**src/rtl/gamepad_wb.sv**
```systemverilog
// gamepad_wb: Wishbone slave that polls two SNES/NES-style serial pads.
//
// Two shift-register controllers share gp_latch, gp_clk and gp_sel. Each pad
// drives its own bit of gp_data. A poll latches the pads, clocks N_BITS bits
// out of both, then publishes the two button words together in DATA.
// A poll starts on a CSR trigger, or automatically every POLL_DIV cycles.
//
// Ports:
//   clk, rst          system clock, synchronous active-high reset
//   wb_addr/wb_wdata  register select / write data
//   wb_we, wb_cyc     write enable / cycle strobe for this slot
//   wb_ack, wb_rdata  one-cycle ack; read data is zero outside ack
//   gp_sel            pad select line, driven from CSR bit 2
//   gp_data           serial data (pad0=bit0, pad1=bit1), async, active-low
//   gp_latch          latch pulse, active-high
//   gp_clk            shift clock, idles high
//
// Registers:
//   0 CSR   W: [0] auto-enable, [1] trigger, [2] gp_sel
//           R: [0] auto-enable, [2] gp_sel, [14] new, [15] busy
//   1 DATA  R: [15:0] pad0, [31:16] pad1 (1 = pressed); a read clears new
//   2,3     read as zero, writes ignored
module gamepad_wb #(
    parameter int unsigned DIV      = 32,
    parameter int unsigned N_BITS   = 16,
    parameter int unsigned POLL_DIV = 200000
) (
    input  logic        clk,
    input  logic        rst,
    input  logic [1:0]  wb_addr,
    input  logic [31:0] wb_wdata,
    output logic [31:0] wb_rdata,
    input  logic        wb_we,
    input  logic        wb_cyc,
    output logic        wb_ack,
    output logic        gp_sel,
    input  logic [1:0]  gp_data,
    output logic        gp_latch,
    output logic        gp_clk
);

    localparam int unsigned DIV_W  = $clog2(DIV);
    localparam int unsigned BIT_W  = (N_BITS > 1) ? $clog2(N_BITS) : 1;
    localparam int unsigned POLL_W = $clog2(POLL_DIV);

    typedef enum logic [2:0] {
        S_IDLE,
        S_LATCH,
        S_CLK_LO,
        S_CLK_HI,
        S_DONE
    } state_t;

    state_t              state_q;
    logic [1:0]          gp_meta_q;
    logic [1:0]          gp_sync_q;
    logic                ack_q;
    logic                ack_d;
    logic [31:0]         rdata_q;
    logic [31:0]         rdata_d;
    logic                auto_en_q;
    logic                sel_q;
    logic                new_q;
    logic [31:0]         data_q;
    logic                gp_latch_q;
    logic                gp_clk_q;
    logic [DIV_W-1:0]    div_q;
    logic                ph_q;
    logic [BIT_W-1:0]    bit_q;
    logic [N_BITS-1:0]   sh0_q;
    logic [N_BITS-1:0]   sh1_q;
    logic [POLL_W-1:0]   poll_q;
    logic [POLL_W-1:0]   poll_d;

    logic                busy;
    logic                tick;
    logic                poll_hit;
    logic                wr_csr;
    logic                rd_data;
    logic                start;
    logic [15:0]         pad0_w;
    logic [15:0]         pad1_w;

    // Only bits [2:0] of a write carry meaning.
    logic                unused_wdata;
    assign unused_wdata = ^wb_wdata[31:3];

    always_comb begin
        ack_d    = wb_cyc & ~ack_q;
        // Writes and the DATA-read side effect happen in the ack cycle.
        wr_csr   = ack_q & wb_cyc & wb_we & (wb_addr == 2'd0);
        rd_data  = ack_q & wb_cyc & ~wb_we & (wb_addr == 2'd1);
        busy     = (state_q != S_IDLE);
        tick     = (div_q == DIV_W'(DIV - 1));
        poll_hit = (poll_q == POLL_W'(POLL_DIV - 1));
        // A trigger or an auto expiry while busy is dropped, never queued.
        start    = ~busy & ((wr_csr & wb_wdata[1]) | (auto_en_q & poll_hit));

        rdata_d = '0;
        if (ack_d) begin
            case (wb_addr)
                2'd0: begin
                    rdata_d[0]  = auto_en_q;
                    rdata_d[2]  = sel_q;
                    rdata_d[14] = new_q;
                    rdata_d[15] = busy;
                end
                2'd1:    rdata_d = data_q;
                default: rdata_d = '0;
            endcase
        end

        if (!auto_en_q || poll_hit) begin
            poll_d = '0;
        end else begin
            poll_d = poll_q + 1'b1;
        end

        pad0_w = '0;
        pad1_w = '0;
        pad0_w[N_BITS-1:0] = ~sh0_q;
        pad1_w[N_BITS-1:0] = ~sh1_q;
    end

    always_ff @(posedge clk) begin
        if (rst) begin
            state_q    <= S_IDLE;
            gp_meta_q  <= '1;
            gp_sync_q  <= '1;
            ack_q      <= 1'b0;
            rdata_q    <= '0;
            auto_en_q  <= 1'b0;
            sel_q      <= 1'b0;
            new_q      <= 1'b0;
            data_q     <= '0;
            gp_latch_q <= 1'b0;
            gp_clk_q   <= 1'b1;
            div_q      <= '0;
            ph_q       <= 1'b0;
            bit_q      <= '0;
            sh0_q      <= '0;
            sh1_q      <= '0;
            poll_q     <= '0;
        end else begin
            gp_meta_q <= gp_data;
            gp_sync_q <= gp_meta_q;
            ack_q     <= ack_d;
            rdata_q   <= rdata_d;
            poll_q    <= poll_d;

            if (wr_csr) begin
                auto_en_q <= wb_wdata[0];
                sel_q     <= wb_wdata[2];
            end

            // DONE below overrides this, so a coincident set wins.
            if (rd_data) begin
                new_q <= 1'b0;
            end

            div_q <= tick ? '0 : div_q + 1'b1;

            case (state_q)
                S_IDLE: begin
                    gp_latch_q <= 1'b0;
                    gp_clk_q   <= 1'b1;
                    div_q      <= '0;
                    if (start) begin
                        state_q    <= S_LATCH;
                        gp_latch_q <= 1'b1;
                        ph_q       <= 1'b0;
                        bit_q      <= '0;
                    end
                end
                S_LATCH: begin
                    if (tick) begin
                        if (ph_q) begin
                            state_q    <= S_CLK_LO;
                            gp_latch_q <= 1'b0;
                            gp_clk_q   <= 1'b0;
                        end else begin
                            ph_q <= 1'b1;
                        end
                    end
                end
                S_CLK_LO: begin
                    // Sample on the last low cycle, just before the rising
                    // edge that advances the pads to the next bit.
                    if (tick) begin
                        sh0_q[bit_q] <= gp_sync_q[0];
                        sh1_q[bit_q] <= gp_sync_q[1];
                        state_q      <= S_CLK_HI;
                        gp_clk_q     <= 1'b1;
                    end
                end
                S_CLK_HI: begin
                    if (tick) begin
                        if (bit_q == BIT_W'(N_BITS - 1)) begin
                            state_q <= S_DONE;
                        end else begin
                            bit_q    <= bit_q + 1'b1;
                            state_q  <= S_CLK_LO;
                            gp_clk_q <= 1'b0;
                        end
                    end
                end
                S_DONE: begin
                    data_q  <= {pad1_w, pad0_w};
                    new_q   <= 1'b1;
                    state_q <= S_IDLE;
                end
                default: begin
                    state_q    <= S_IDLE;
                    gp_latch_q <= 1'b0;
                    gp_clk_q   <= 1'b1;
                end
            endcase
        end
    end

    assign wb_ack   = ack_q;
    assign wb_rdata = rdata_q;
    assign gp_sel   = sel_q;
    assign gp_latch = gp_latch_q;
    assign gp_clk   = gp_clk_q;

endmodule

```
**config.mk**
```make
export PLATFORM = sky130hd
export DESIGN_NAME = gamepad_wb
export DESIGN_NICKNAME = d
export VERILOG_FILES = /design/src/rtl/gamepad_wb.sv
export SDC_FILE = /design/constraint.sdc
export NUM_CORES = 1
export LEC_CHECK = 0
export CAP_MARGIN = 20
export CORE_MARGIN = 3
export CORE_UTILIZATION = 58
export DETAILED_ROUTE_END_ITERATION = 16
export GPL_TIMING_DRIVEN = 0
export PLACE_DENSITY_LB_ADDON = 0.08
export SETUP_SLACK_MARGIN = 0.15
export SKIP_CTS_REPAIR_TIMING = 1
export SYNTH_ARGS = -nofsm -noshare
export SYNTH_HDL_FRONTEND = slang
export SYNTH_SLANG_ARGS = --single-unit
```
**constraint.sdc**
```tcl
create_clock -name clk -period 3.81 [get_ports clk]
set_input_delay 0.9525 -clock clk [delete_from_list [all_inputs] [get_ports clk]]
set_output_delay 0.9525 -clock clk [all_outputs]
set_load 0.005 [all_outputs]
```
Yosys cells after proc, flatten, opt, wreduce, memory -nomap -nowiden
Cells that the tools add are included.

Equality and inequality tests: 14. Reduce and logical (&&, ||, !) cells: 20. Multiplexer cells: 30. Magnitude comparators: 2. Bitwise gates (word level): 19. Add/sub/neg operators: 3.

Operators with widths (number): 16-bit bitwise mux (2); 16-bit inverter (2); 18-bit by 1-bit adder with 18-bit output (second input constant) (1); 18-bit == test (second input constant) (1); 3-bit two-way mux (6); 4-bit two-way mux (3); 2-bit != test (second input constant) (6); 3-bit case mux with 4 select lines (1); 1-bit two-way mux (10); 1-bit AND (9); 3-bit OR reduction (3); 4-bit case mux with 2 select lines (1); 1-bit inverter (7); 3-bit by 2-bit == test with 1-bit output (second input constant) (2); 1-bit case mux with 2 select lines (3); 3-bit AND reduction (2); 6-bit AND reduction (1); 2-bit nonzero test (3); 5-bit by 1-bit adder with 5-bit output (second input constant) (1); 5-bit == test (second input constant) (1); 4-bit by 5-bit < comparator with 1-bit output (second input constant) (1); 5-bit AND reduction (1); 4-bit by 1-bit adder with 4-bit output (second input constant) (1); 1-bit demux with 4-bit select (1); 18 further kinds (19).

Output and inout bits: 36. Register bits: 137. Word-level logic and storage cells: 106. Input bits: 40.

Logic depth before layout (Yosys ltp)
Gate-level depths: netlist of the first run.

Depth after elaboration: 8. Gate-level depth with buffers: 9. Gate-level depth less buffers: 7.

Least setup slack after synthesis of the first run
No wires, ideal clock.

Path type: input -> register. Start point: input port rst. End point: register rdata_q[10] (netlist: wb_rdata[10]). Setup time: 0.059 ns. Data arrival time: 2.291 ns. Data required time: 3.751 ns. Buffers on the path: 1. Stages: 4. Slack: 1.460 ns. Cell sequence: or4b_2 -> nor2_1 -> clkbuf_1 -> and2_1.

Longest elaborated chain between the ends: 1.

Ends and longest elaborated chain: start: declaration (RTL line 29) `input logic rst,`; 3-bit OR reduction (no source line); end signal: assignment (RTL line 148) `rdata_q <= rdata_d;`; end: declaration (RTL line 59) `logic [31:0] rdata_q;`.

No other way between the ends. A chain may end at the register's enable or synchronous reset.

Worst setup path after layout of the first run
Start point: input port rst. End point: register rdata_q[25] (netlist: wb_rdata[25]).

The elaborated chain is that of the path after synthesis.

==> results of run 1 <==
## cell type report
| class | count | area, um^2 |
|---|---|---|
| flip-flops and latches | 137 | 2743 |
| multi-input cells | 373 | 2305 |
| fillers | 627 | 2118 |
| repair buffers | 45 | 450.4 |
| clock buffers | 18 | 417.9 |
| clock inverters | 14 | 140.1 |
| well taps | 105 | 131.4 |
| plain buffers | 31 | 125.1 |
| inverters | 9 | 33.78 |
## cells by family (layout without fill, tap and decap cells)
kind of cell	after synthesis	count (layout)	synth area share, %
fa+ha+maj	7	7	1.682
buf+inv	40	117	3.052
simple gates	243	243	24.13
compound gates	70	70	8.628
flops	137	137	52.68
mux	38	38	7.306
xor+xnor	15	15	2.524
## critical path, delay by kind of cell
family | cells | cell delay [ns]
buffers and inverters | 2 | 0.93
AND/OR/NAND/NOR | 3 | 1.64
## state kept, by name, summed over array words and instances (netlist names), 2 cells and up
name / count
bit_q: 4
data_q: 32
div_q: 5
gp_meta_q: 2
gp_sync_q: 2
poll_q: 18
sh0_q: 16
sh1_q: 16
state_q: 3
wb_rdata: 32
## placed cells by master, fill, tap and decap left out, types with 16 or more instances in the layout
cell type,n
dfxtp_1,137
nor2_1,77
clkdlybuf4s50_1,45
mux2i_1,38
a21oi_1,32
and2_1,31
clkbuf_1,30
nand2_1,30
or2_2,26
nand3_1,24
clkbuf_16,16
## power groups by stage
| stage | Clock [mW] | Sequential, mW | Combinational [mW] |
|---|---|---|---|
| global placement | 0 | 1.47 | 0.0467 |
| finish | 1.53 | 1.44 | 0.0480 |
| floorplan | 0 | 1.47 | 0.0239 |
| detailed placement | 0 | 1.47 | 0.0474 |
| CTS | 1.55 | 1.44 | 0.0479 |
| global route | 1.63 | 1.44 | 0.0519 |
## per-layer routing
layer | global-route usage [%] | vias to the layer above
met1 | 31.55 | 1936
met3 | 5.052 | 26
met2 | 39.24 | 123
met4 | 9.430 | 0
li1 | - | 2014
met5 | 0 | -
## metrics by stage
stage	power (mW)	instances	hold slack, ns
3_5_place_dp	1.517	700	0.3929
2_1_floorplan	1.493	550	0.3895
6_report	3.019	732	0.4215
4_1_cts	3.039	732	0.4277
5_1_grt	3.116	732	0.4428
3_3_place_gp	1.516	700	0.3932
## final timing paths
kind	start	end	slack, ns	depth (start not counted)
max	rst	wb_rdata[25]	0.74	5
min	gp_meta_q[0]	gp_sync_q[0]	0.42	1
max reg2reg	div_q[0]	sh1_q[11]	1.19	9
min reg2reg	gp_meta_q[0]	gp_sync_q[0]	0.42	1
==> metrics.log, run 1 <==
[metrics] run status: complete, no violations
[metrics] Int Pwr: 2.336 mW
[metrics] placer congestion estimate: just over 0.9
[metrics] WP data required: 4.26 ns
[metrics] fraction of final layout cells sized beyond drive strength 1: between 10% and 20%
[metrics] post-detailed-placement half-perimeter wirelength: 7.767 mm
[metrics] Critical Path Fanout Max: 10
[metrics] delay of the slowest critical-path stage: 0.79 ns
[metrics] clock-pin slew of the registers on the worst-case setup and hold paths: 0.06 ns
[metrics] clock tree sinks: between 100 and 150
[metrics] synthesized area per cell: 9.466 um^2
[metrics] total count of hold-check failures in the final report: 0
[metrics] Slew Limit Fails: 0
[metrics] initial antenna violation count: 0
[metrics] via count: 4099
[metrics] area added between synthesis and finish: 21.89%
[metrics] highest metal used: met4
[metrics] ant diodes: 0
[metrics] Post-Route WL: 11.37 mm
[metrics] clock latency at the later pin of the worst-skew pair: about 0.51 ns
[metrics] buffer levels on the longest clock path: 2
[metrics] GRT Util Overall: between 20% and 30%
[metrics] net count after synthesis: slightly below 600
[metrics] smallest setup slack after layout: approximately 0.74 ns
[metrics] Syn Std Cell Area: between 5000 and 6000 um^2
[metrics] post-synthesis sequential area ratio: 52.68%
[metrics] Worst Max-Slew Pin Slew: about 0.76 ns
[metrics] first-pass iteration count of the detailed router: 4
[metrics] most used flip-flop cell after synthesis: dfxtp_1
[metrics] vias per cell: 5.600
[metrics] portion of synthesized cell area occupied by the leading cell type: 52.68%
[metrics] routed wl met2: between 5 and 6 mm
[metrics] die area: between 10000 and 15000 um^2
[metrics] area of the core: approximately 8500 um^2
[metrics] Cell Area, Placed: 5788 um^2
[metrics] arrival time at the worst endpoint: ~3.5 ns
[metrics] highest clock rate: 0.3261 GHz
[metrics] number of enable flip-flop cells after synthesis: 0
[metrics] relative max-transition margin: approximately 49%
[metrics] met1 layer wirelength in the final routing: approximately 5.1 mm
[metrics] total net switching power: approximately 0.68 mW
[metrics] fraction of the core area covered by cells at the end of the flow: between 70% and 80%
[metrics] number of max-capacitance violations reported: 0
[metrics] total clock buffers created by CTS: 17
[metrics] total setup violations reported at the end of the flow: 0
[metrics] initial core utilization: 61.51%
[metrics] worst slack, placed: ~0.28 ns
[metrics] accumulated negative setup slack: 0 ns
[metrics] TritonCTS clock tree: yes
[metrics] Critical Setup Path Class: input port to register
[metrics] crit path time final: 3.067 ns
[metrics] peak supply drop: around 0.32 mV
[metrics] most used standard cells in the synthesized netlist: dfxtp_1 (137), nor2_1 (77), mux2i_1 (38)
[metrics] number of DRC markers after the initial detailed-route iteration: between 150 and 200
[metrics] library cell occupying the most area in the post-synthesis netlist: dfxtp_1
[metrics] ratio of final minimum period to clock period: 80.49%
[metrics] slowest library cell on the worst path: or4b_2
[metrics] Seq pwr share: 47.6%
[metrics] RSZ-0062 raised after global routing: no
[metrics] P_leak: ~2.5 nW
[metrics] synth top area cells: dfxtp_1 (53%), mux2i_1 (7.3%), nor2_1 (5.6%)
[metrics] I/O Pins: 76
[metrics] power per unit of standard cell area: 475.6 nW/um^2
[metrics] power share of the clock group: approximately 51%
[metrics] Worst Clk Skew: 0.009004 ns
[metrics] critical-path cell list: clkdlybuf4s50_1 > or4b_2 > nor2_1 > clkbuf_1 > and2_1
[metrics] DR WL/cell: between 15 and 20 um
[metrics] Congestion Overflow GR: 0
[metrics] Yosys Warn Count: 0
[metrics] category of the worst setup path launch point: input port
[metrics] number of synthesized register bits: between 100 and 150
[metrics] drt drc: 0
[metrics] die span in x: 100.7 um
[metrics] share of power burned in combinational logic: about 1.6%
[metrics] Synth async-reset ratio: 0%
[metrics] path type of the worst min-delay path: register to register
[metrics] Sw Share: between 20% and 30%
[metrics] most repeated cell in the gate-level netlist after synthesis: dfxtp_1
[metrics] total number of placement rows: 33
[metrics] final design area excluding fillers: roughly 6300 um^2
[metrics] wire length of the first global-routing pass: 19.44 mm
[metrics] buffer cell driving the clock tree root: clkbuf_8
[metrics] Die Ht: 100.7 um
[metrics] number of nets in the final layout: around 660
[metrics] kind of end point of the critical path: register
[metrics] IO buf count: 45
[metrics] pin count of the biggest net entering global routing: 17
[metrics] DRT antenna net count: 0
[metrics] via count of the first global-routing pass: around 4100
[metrics] H-tree depth reported by CTS: 4
[metrics] detailed route wirelength on metal3: about 520 um
[metrics] number of unique standard cell types used by synthesis: 46
[metrics] gate count after technology mapping: 550
Note: power is estimated with default switching activity, not from simulation.
==> run 2, diff against run 1 <==
--- a/config.mk
+++ b/config.mk
@@ -7,7 +7,7 @@
 export LEC_CHECK = 0
 export CAP_MARGIN = 20
 export CORE_MARGIN = 3
-export CORE_UTILIZATION = 58
+export CORE_UTILIZATION = 48
 export DETAILED_ROUTE_END_ITERATION = 16
 export GPL_TIMING_DRIVEN = 0
 export PLACE_DENSITY_LB_ADDON = 0.08
==> constraint.sdc (replaced) <==
create_clock -name clk -period 2.75 [get_ports clk]
set_input_delay 0.6875 -clock clk [delete_from_list [all_inputs] [get_ports clk]]
set_output_delay 0.6875 -clock clk [all_outputs]
set_load 0.005 [all_outputs]
==> run 2 against run 1 <==
Effect of this change: clock skew is 0.0027 ns higher; total power is 39% higher; worst setup slack worse by 0.37 ns; largest cell class unchanged; cell area is 0.91% higher; routed wire length is 3.4% lower.
==> metrics.log, run 2 (synthesized netlist as in run 1, its figures left out) <==
[metrics] GRT Util Overall: 19.59% (-4.6 points)
[metrics] crit-path leading delay family: simple AND/OR/NAND/NOR gates
[metrics] buffer levels on the longest clock path: 2 (unchanged)
[metrics] slowest library cell on the worst path: nor4bb_1
[metrics] endpoint with the worst hold slack: gp_sync_q[1]
[metrics] Congestion Overflow GR: 0 (unchanged)
[metrics] post-detailed-placement half-perimeter wirelength: 7.800 mm (+0.43%)
[metrics] initial core utilization: 49.98% (-12 points)
[metrics] arrival time at the worst endpoint: 2.76 ns (-0.76 ns)
[metrics] buffer cell driving the clock tree root: clkbuf_8
[metrics] Hold Path Stages: 1 (unchanged)
[metrics] ratio of final minimum period to clock period: 86.43%
[metrics] clock tree sinks: 137 (unchanged)
[metrics] footprint of the flip-flops and latches: 2743 um^2 (unchanged)
[metrics] Cell Area, Placed: 5827 um^2 (+0.67%)
[metrics] most common cell after layout, fill and taps aside: dfxtp_1
[metrics] category of the worst setup path launch point: register
[metrics] clock latency at the later pin of the worst-skew pair: 0.52 ns (about the same)
[metrics] delay of the slowest critical-path stage: 0.40 ns (-0.39 ns)
[metrics] number of nets in the final layout: 661 (unchanged)
[metrics] RR Startpoint: div_q[0]
[metrics] power per unit of standard cell area: 654.9 nW/um^2 (+38%)
[metrics] placer congestion estimate: 0.8526 (-8.6%)
[metrics] total clock buffers created by CTS: 17 (unchanged)
[metrics] TritonCTS clock tree: yes
[metrics] drt drc: 0 (unchanged)
[metrics] Post-Route WL: 10.98 mm (-3.4%)
[metrics] Worst Hold Margin: 0.4036 ns (-0.01785 ns)
[metrics] H-tree depth reported by CTS: 4 (unchanged)
[metrics] via count: 4026 (-1.8%)
[metrics] Worst Max-Slew Pin Slew: 0.5831 ns (-0.1771 ns)
[metrics] fraction of final layout cells sized beyond drive strength 1: 11.00% (+0.48 points)
[metrics] die area: 12130 um^2 (+20%)
[metrics] pin count of the biggest net entering global routing: 17 (unchanged)
[metrics] peak supply drop: 0.4437 mV (+38%)
[metrics] area added between synthesis and finish: 23.00%
[metrics] vias per cell: 5.277 (-5.8%)
[metrics] I/O Pins: 76 (unchanged)
[metrics] Worst Clk Skew: 0.01175 ns (+0.002748 ns)
[metrics] Worst Hold Launch: gp_meta_q[1]
[metrics] WP data required: 3.13 ns (-1.13 ns)
[metrics] area of the core: 10420 um^2 (+23%)
[metrics] Critical Setup Path Class: register to register
[metrics] initial antenna violation count: 0 (unchanged)
[metrics] Critical Path Fanout Max: 10 (unchanged)
[metrics] clock-pin slew of the registers on the worst-case setup and hold paths: 0.06 ns (about the same)
[metrics] first-pass iteration count of the detailed router: 5 (+1)
[metrics] wire length of the first global-routing pass: 18.26 mm (-6.1%)
[metrics] DR WL/cell: 14.39 um (-7.3%)
[metrics] relative max-transition margin: 60.83% (+12 points)
[metrics] final design area excluding fillers: 6404 um^2 (+0.91%)
[metrics] total setup violations reported at the end of the flow: 0 (unchanged)
[metrics] P_leak: 2.494 nW (+0.68%)
[metrics] DRT antenna net count: 0 (unchanged)
[metrics] path type of the worst min-delay path: register to register
[metrics] highest clock rate: ~0.42 GHz
[metrics] via count of the first global-routing pass: 3748 (-7.5%)
[metrics] critical-path cell list: ha_1 > and3_1 > ha_1 > nor4bb_1 > clkbuf_2 > clkbuf_2 > nand3_1 > mux2i_1 > nor2_1
[metrics] run status: complete, no violations
[metrics] worst reg2reg setup slack: 0.37 ns (-0.82 ns)
[metrics] total count of hold-check failures in the final report: 0 (unchanged)
[metrics] ant diodes: 0 (unchanged)
[metrics] number of DRC markers after the initial detailed-route iteration: 169 (-1.2%)
[metrics] die span in x: 110.1 um (+9.3%)
[metrics] reg-to-reg critical path endpoint: sh1_q[11]
[metrics] area taken by multi-input logic gates: 2312 um^2 (+0.33%)
[metrics] crit path time final: approximately 2.4 ns
[metrics] fillcell total: 901 (+44%)
[metrics] number of max-capacitance violations reported: 0 (unchanged)
[metrics] WP buf/inv: 2 (unchanged)
[metrics] Slew Limit Fails: 0 (unchanged)
[metrics] total number of placement rows: 37 (+12%)
[metrics] kind of end point of the critical path: register
[metrics] IO buf count: 45 (unchanged)
[metrics] path depth of the worst reg2reg path: 9 (unchanged)
[metrics] RSZ-0062 raised after global routing: no
[metrics] Die Ht: 110.1 um (+9.3%)
[metrics] most frequent cells in the layout: dfxtp_1 (137), nor2_1 (76), clkdlybuf4s50_1 (45), mux2i_1 (38), a21oi_1 (32)
==> run 2: metal layers <==
metal  vias up  GRT usage [%]  wire (um)
li1       2018              -          -
met1      1899          25.70       5162
met2       102          31.24       5209
met3         7          6.115        537
met4         0          5.541         71
met5         -              0          0
==> run 2: metrics by stage <==
stage | instances | setup WS (ns) | util [%] | setup TNS, ns | total power [mW]
after floorplan | 550 | 0.5767 | - | 0 | 2.068
after global placement | 731 | -0.4633 | 55.94 | -13.12 | 2.101
after detailed placement | 731 | -0.5013 | 55.94 | -14.50 | 2.102
after CTS | 763 | 0.03108 | 61.38 | 0 | 4.226
after global routing | 763 | 0.1584 | 61.48 | 0 | 4.324
final | 763 | 0.3731 | 61.48 | 0 | 4.194
==> run 2: layout make-up <==
class	instances	area share [%]
clock buffer	22	7.386
buffer	31	1.993
inverter	9	0.5275
multi-input combinational	373	36.11
tap	136	2.657
timing repair buffer	45	7.034
sequential	137	42.83
clock inverter	10	1.465
==> run 2: report_power, final <==
part	switching (mW)	internal (mW)
clock	0.842	1.29
sequential	0.00380	1.99
combinational	0.0411	0.0243
==> run 2: how the worst max path moves through the flow <==
| stage | from | end | slack, ns | cells past startpoint |
|---|---|---|---|---|
| 2_1_floorplan | poll_q[14] | poll_q[11] | 0.58 | 6 |
| 3_3_place_gp | rst | wb_rdata[9] | -0.46 | 5 |
| 3_5_place_dp | rst | wb_rdata[21] | -0.50 | 5 |
| 4_1_cts | rst | wb_rdata[21] | 0.03 | 5 |
| 5_1_grt | div_q[0] | sh1_q[11] | 0.16 | 9 |
| 6_report | div_q[0] | sh1_q[11] | 0.37 | 9 |
==> run 3, diff against run 2 <==
--- a/config.mk
+++ b/config.mk
@@ -7,7 +7,8 @@
 export LEC_CHECK = 0
 export CAP_MARGIN = 20
 export CORE_MARGIN = 3
-export CORE_UTILIZATION = 48
+export CORE_UTILIZATION = 50
+export CTS_BUF_LIST = sky130_fd_sc_hd__clkbuf_2
 export DETAILED_ROUTE_END_ITERATION = 16
 export GPL_TIMING_DRIVEN = 0
 export PLACE_DENSITY_LB_ADDON = 0.08
==> run 3 against run 2 <==
Effect of this change: fmax is 2.1% lower; worst hold slack better by 0.034 ns; sequential cell count stayed put; highest routed layer unchanged; combinational power is 2% higher; core utilization is 0.17 points lower; global-route usage is 0.69 points higher; clock power is 38% lower; via count is 0.20% lower; total power is 19% lower; sequential power hardly changed.
==> metrics.log, run 3 (synthesized netlist as in run 1, its figures left out) <==
[metrics] wire length of the first global-routing pass: 18.50 mm (+1.3%)
[metrics] vias per cell: 5.287 (+0.20%)
[metrics] TritonCTS clock tree: yes
[metrics] number of nets in the final layout: 661 (unchanged)
[metrics] number of DRC markers after the initial detailed-route iteration: 165 (-2.4%)
[metrics] fraction of final layout cells sized beyond drive strength 1: 11.16% (+0.16 points)
[metrics] run status: complete, no violations
[metrics] Slew Limit Fails: 0 (unchanged)
[metrics] most frequent cells in the layout: dfxtp_1 (137), nor2_1 (76), clkdlybuf4s50_1 (45), mux2i_1 (38), a21oi_1 (32)
[metrics] ant diodes: 0 (unchanged)
[metrics] Post-Route WL: 10.88 mm (-0.94%)
[metrics] RSZ-0062 raised after global routing: no
[metrics] die span in x: 108.0 um (-1.9%)
[metrics] placer congestion estimate: 0.8607 (+0.95%)
[metrics] DRT antenna net count: 0 (unchanged)
[metrics] Critical Setup Path Class: register to register
[metrics] path type of the worst min-delay path: register to register
[metrics] die area: 11670 um^2 (-3.8%)
[metrics] DR WL/cell: 14.31 um (-0.55%)
[metrics] clock latency at the later pin of the worst-skew pair: 0.70 ns (+0.18 ns)
[metrics] smallest setup slack after layout: 0.3213 ns (-0.05184 ns)
[metrics] clock tree sinks: 137 (unchanged)
[metrics] Worst Hold Margin: 0.4372 ns (+0.03354 ns)
[metrics] first-pass iteration count of the detailed router: 5 (unchanged)
[metrics] Die Ht: 108.0 um (-1.9%)
[metrics] # placed instances: 728 (-0.41%)
[metrics] Critical Path Fanout Max: 10 (unchanged)
[metrics] ratio of final minimum period to clock period: 88.32% (+1.9 points)
[metrics] relative max-transition margin: 64.20% (+3.4 points)
[metrics] fraction of the core area covered by cells at the end of the flow: 61.31% (-0.17 points)
[metrics] number of max-capacitance violations reported: 0 (unchanged)
[metrics] area of the core: 9955 um^2 (-4.4%)
[metrics] total count of hold-check failures in the final report: 0 (unchanged)
[metrics] buffer cell driving the clock tree root: clkbuf_2
[metrics] most common cell after layout, fill and taps aside: dfxtp_1
[metrics] I/O Pins: 76 (unchanged)
[metrics] power per unit of standard cell area: 554.3 nW/um^2 (-15%)
[metrics] initial core utilization: 52.30% (+2.3 points)
[metrics] WP data required: 3.35 ns (+0.22 ns)
[metrics] pin count of the biggest net entering global routing: 17 (unchanged)
[metrics] Worst Hold Launch: sh1_q[4]
[metrics] area added between synthesis and finish: 17.23%
[metrics] total setup violations reported at the end of the flow: 0 (unchanged)
[metrics] total clock buffers created by CTS: 17 (unchanged)
[metrics] initial antenna violation count: 0 (unchanged)
[metrics] total number of placement rows: 36 (-2.7%)
[metrics] crit path time final: 2.429 ns (+0.05184 ns)
[metrics] RR Startpoint: poll_q[14]
[metrics] overall power consumption: 3.383 mW (-19%)
[metrics] post-detailed-placement half-perimeter wirelength: 7.700 mm (-1.3%)
[metrics] Worst setup startpoint: poll_q[14]
[metrics] drt drc: 0 (unchanged)
[metrics] Worst Clk Skew: 0.02889 ns (+0.01714 ns)
[metrics] buffer levels on the longest clock path: 2 (unchanged)
[metrics] Congestion Overflow GR: 0 (unchanged)
[metrics] peak supply drop: 0.2807 mV (-37%)
[metrics] worst slack, placed: -0.5878 ns (-0.08651 ns)
[metrics] IO buf count: 45 (unchanged)
[metrics] P_leak: 2.380 nW (-4.6%)
[metrics] via count of the first global-routing pass: 3923 (+4.7%)
[metrics] kind of end point of the critical path: register
[metrics] H-tree depth reported by CTS: 4 (unchanged)
[metrics] Worst Max-Slew Pin Slew: 0.5352 ns (-0.04787 ns)
[metrics] GRT Util Overall: 20.29% (+0.69 points)
[metrics] final cell count without fillers: 760 (-0.39%)
[metrics] category of the worst setup path launch point: register
[metrics] clock-pin slew of the registers on the worst-case setup and hold paths: 0.21 ns (+0.15 ns)
[metrics] highest clock rate: 0.4117 GHz (-2.1%)
[metrics] arrival time at the worst endpoint: 3.03 ns (+0.27 ns)
[metrics] via count: 4018 (-0.20%)
## run 3: critical path, cell delays in order, from the launching register on
cell,delay (ns)
dfxtp_1,0.39
or4_1,0.51
or4_1,0.42
buf_2,0.18
o41ai_4,0.57
buf_6,0.22
nor2_1,0.05
## run 3: through the flow
| stage | cell area (um^2) | TNS [ns] |
|---|---|---|
| 2_1_floorplan | 5206 | 0 |
| 3_3_place_gp | 5823 | -11.49 |
| 3_5_place_dp | 5823 | -12.15 |
| 4_1_cts | 6098 | 0 |
| 5_1_grt | 6103 | 0 |
| 6_report | 6103 | 0 |
## run 3: metal layers
layer / up-vias / track usage, % / wire length [um]
met5: - / 0 / 0
met4: 0 / 8.206 / 214
met3: 20 / 5.910 / 521
met2: 94 / 32.15 / 5060
met1: 1891 / 26.03 / 5082
li1: 2013 / - / -
## run 3: layout make-up
type / count / area (um^2)
multi-input cells: 373 / 2307
clock inverters: 15 / 190.2
repair buffers: 45 / 450.4
well taps: 133 / 166.4
fillers: 893 / 3851
inverters: 9 / 33.78
clock buffers: 17 / 85.08
plain buffers: 31 / 127.6
flip-flops and latches: 137 / 2743
## run 3: final timing paths
path                     end  slack (ns)  depth (start not counted)
hold / removal    data_q[20]        0.44                          1
setup / recovery  poll_q[11]        0.32                          6
hold reg to reg   data_q[20]        0.44                          1
setup reg to reg  poll_q[11]        0.32                          6
## run 3: power by group
part / leakage [nW] / switching (mW) / internal, mW
clock network: 0.160 / 0.788 / 0.531
logic: 1.12 / 0.0425 / 0.0241
registers: 1.10 / 0.00407 / 1.99
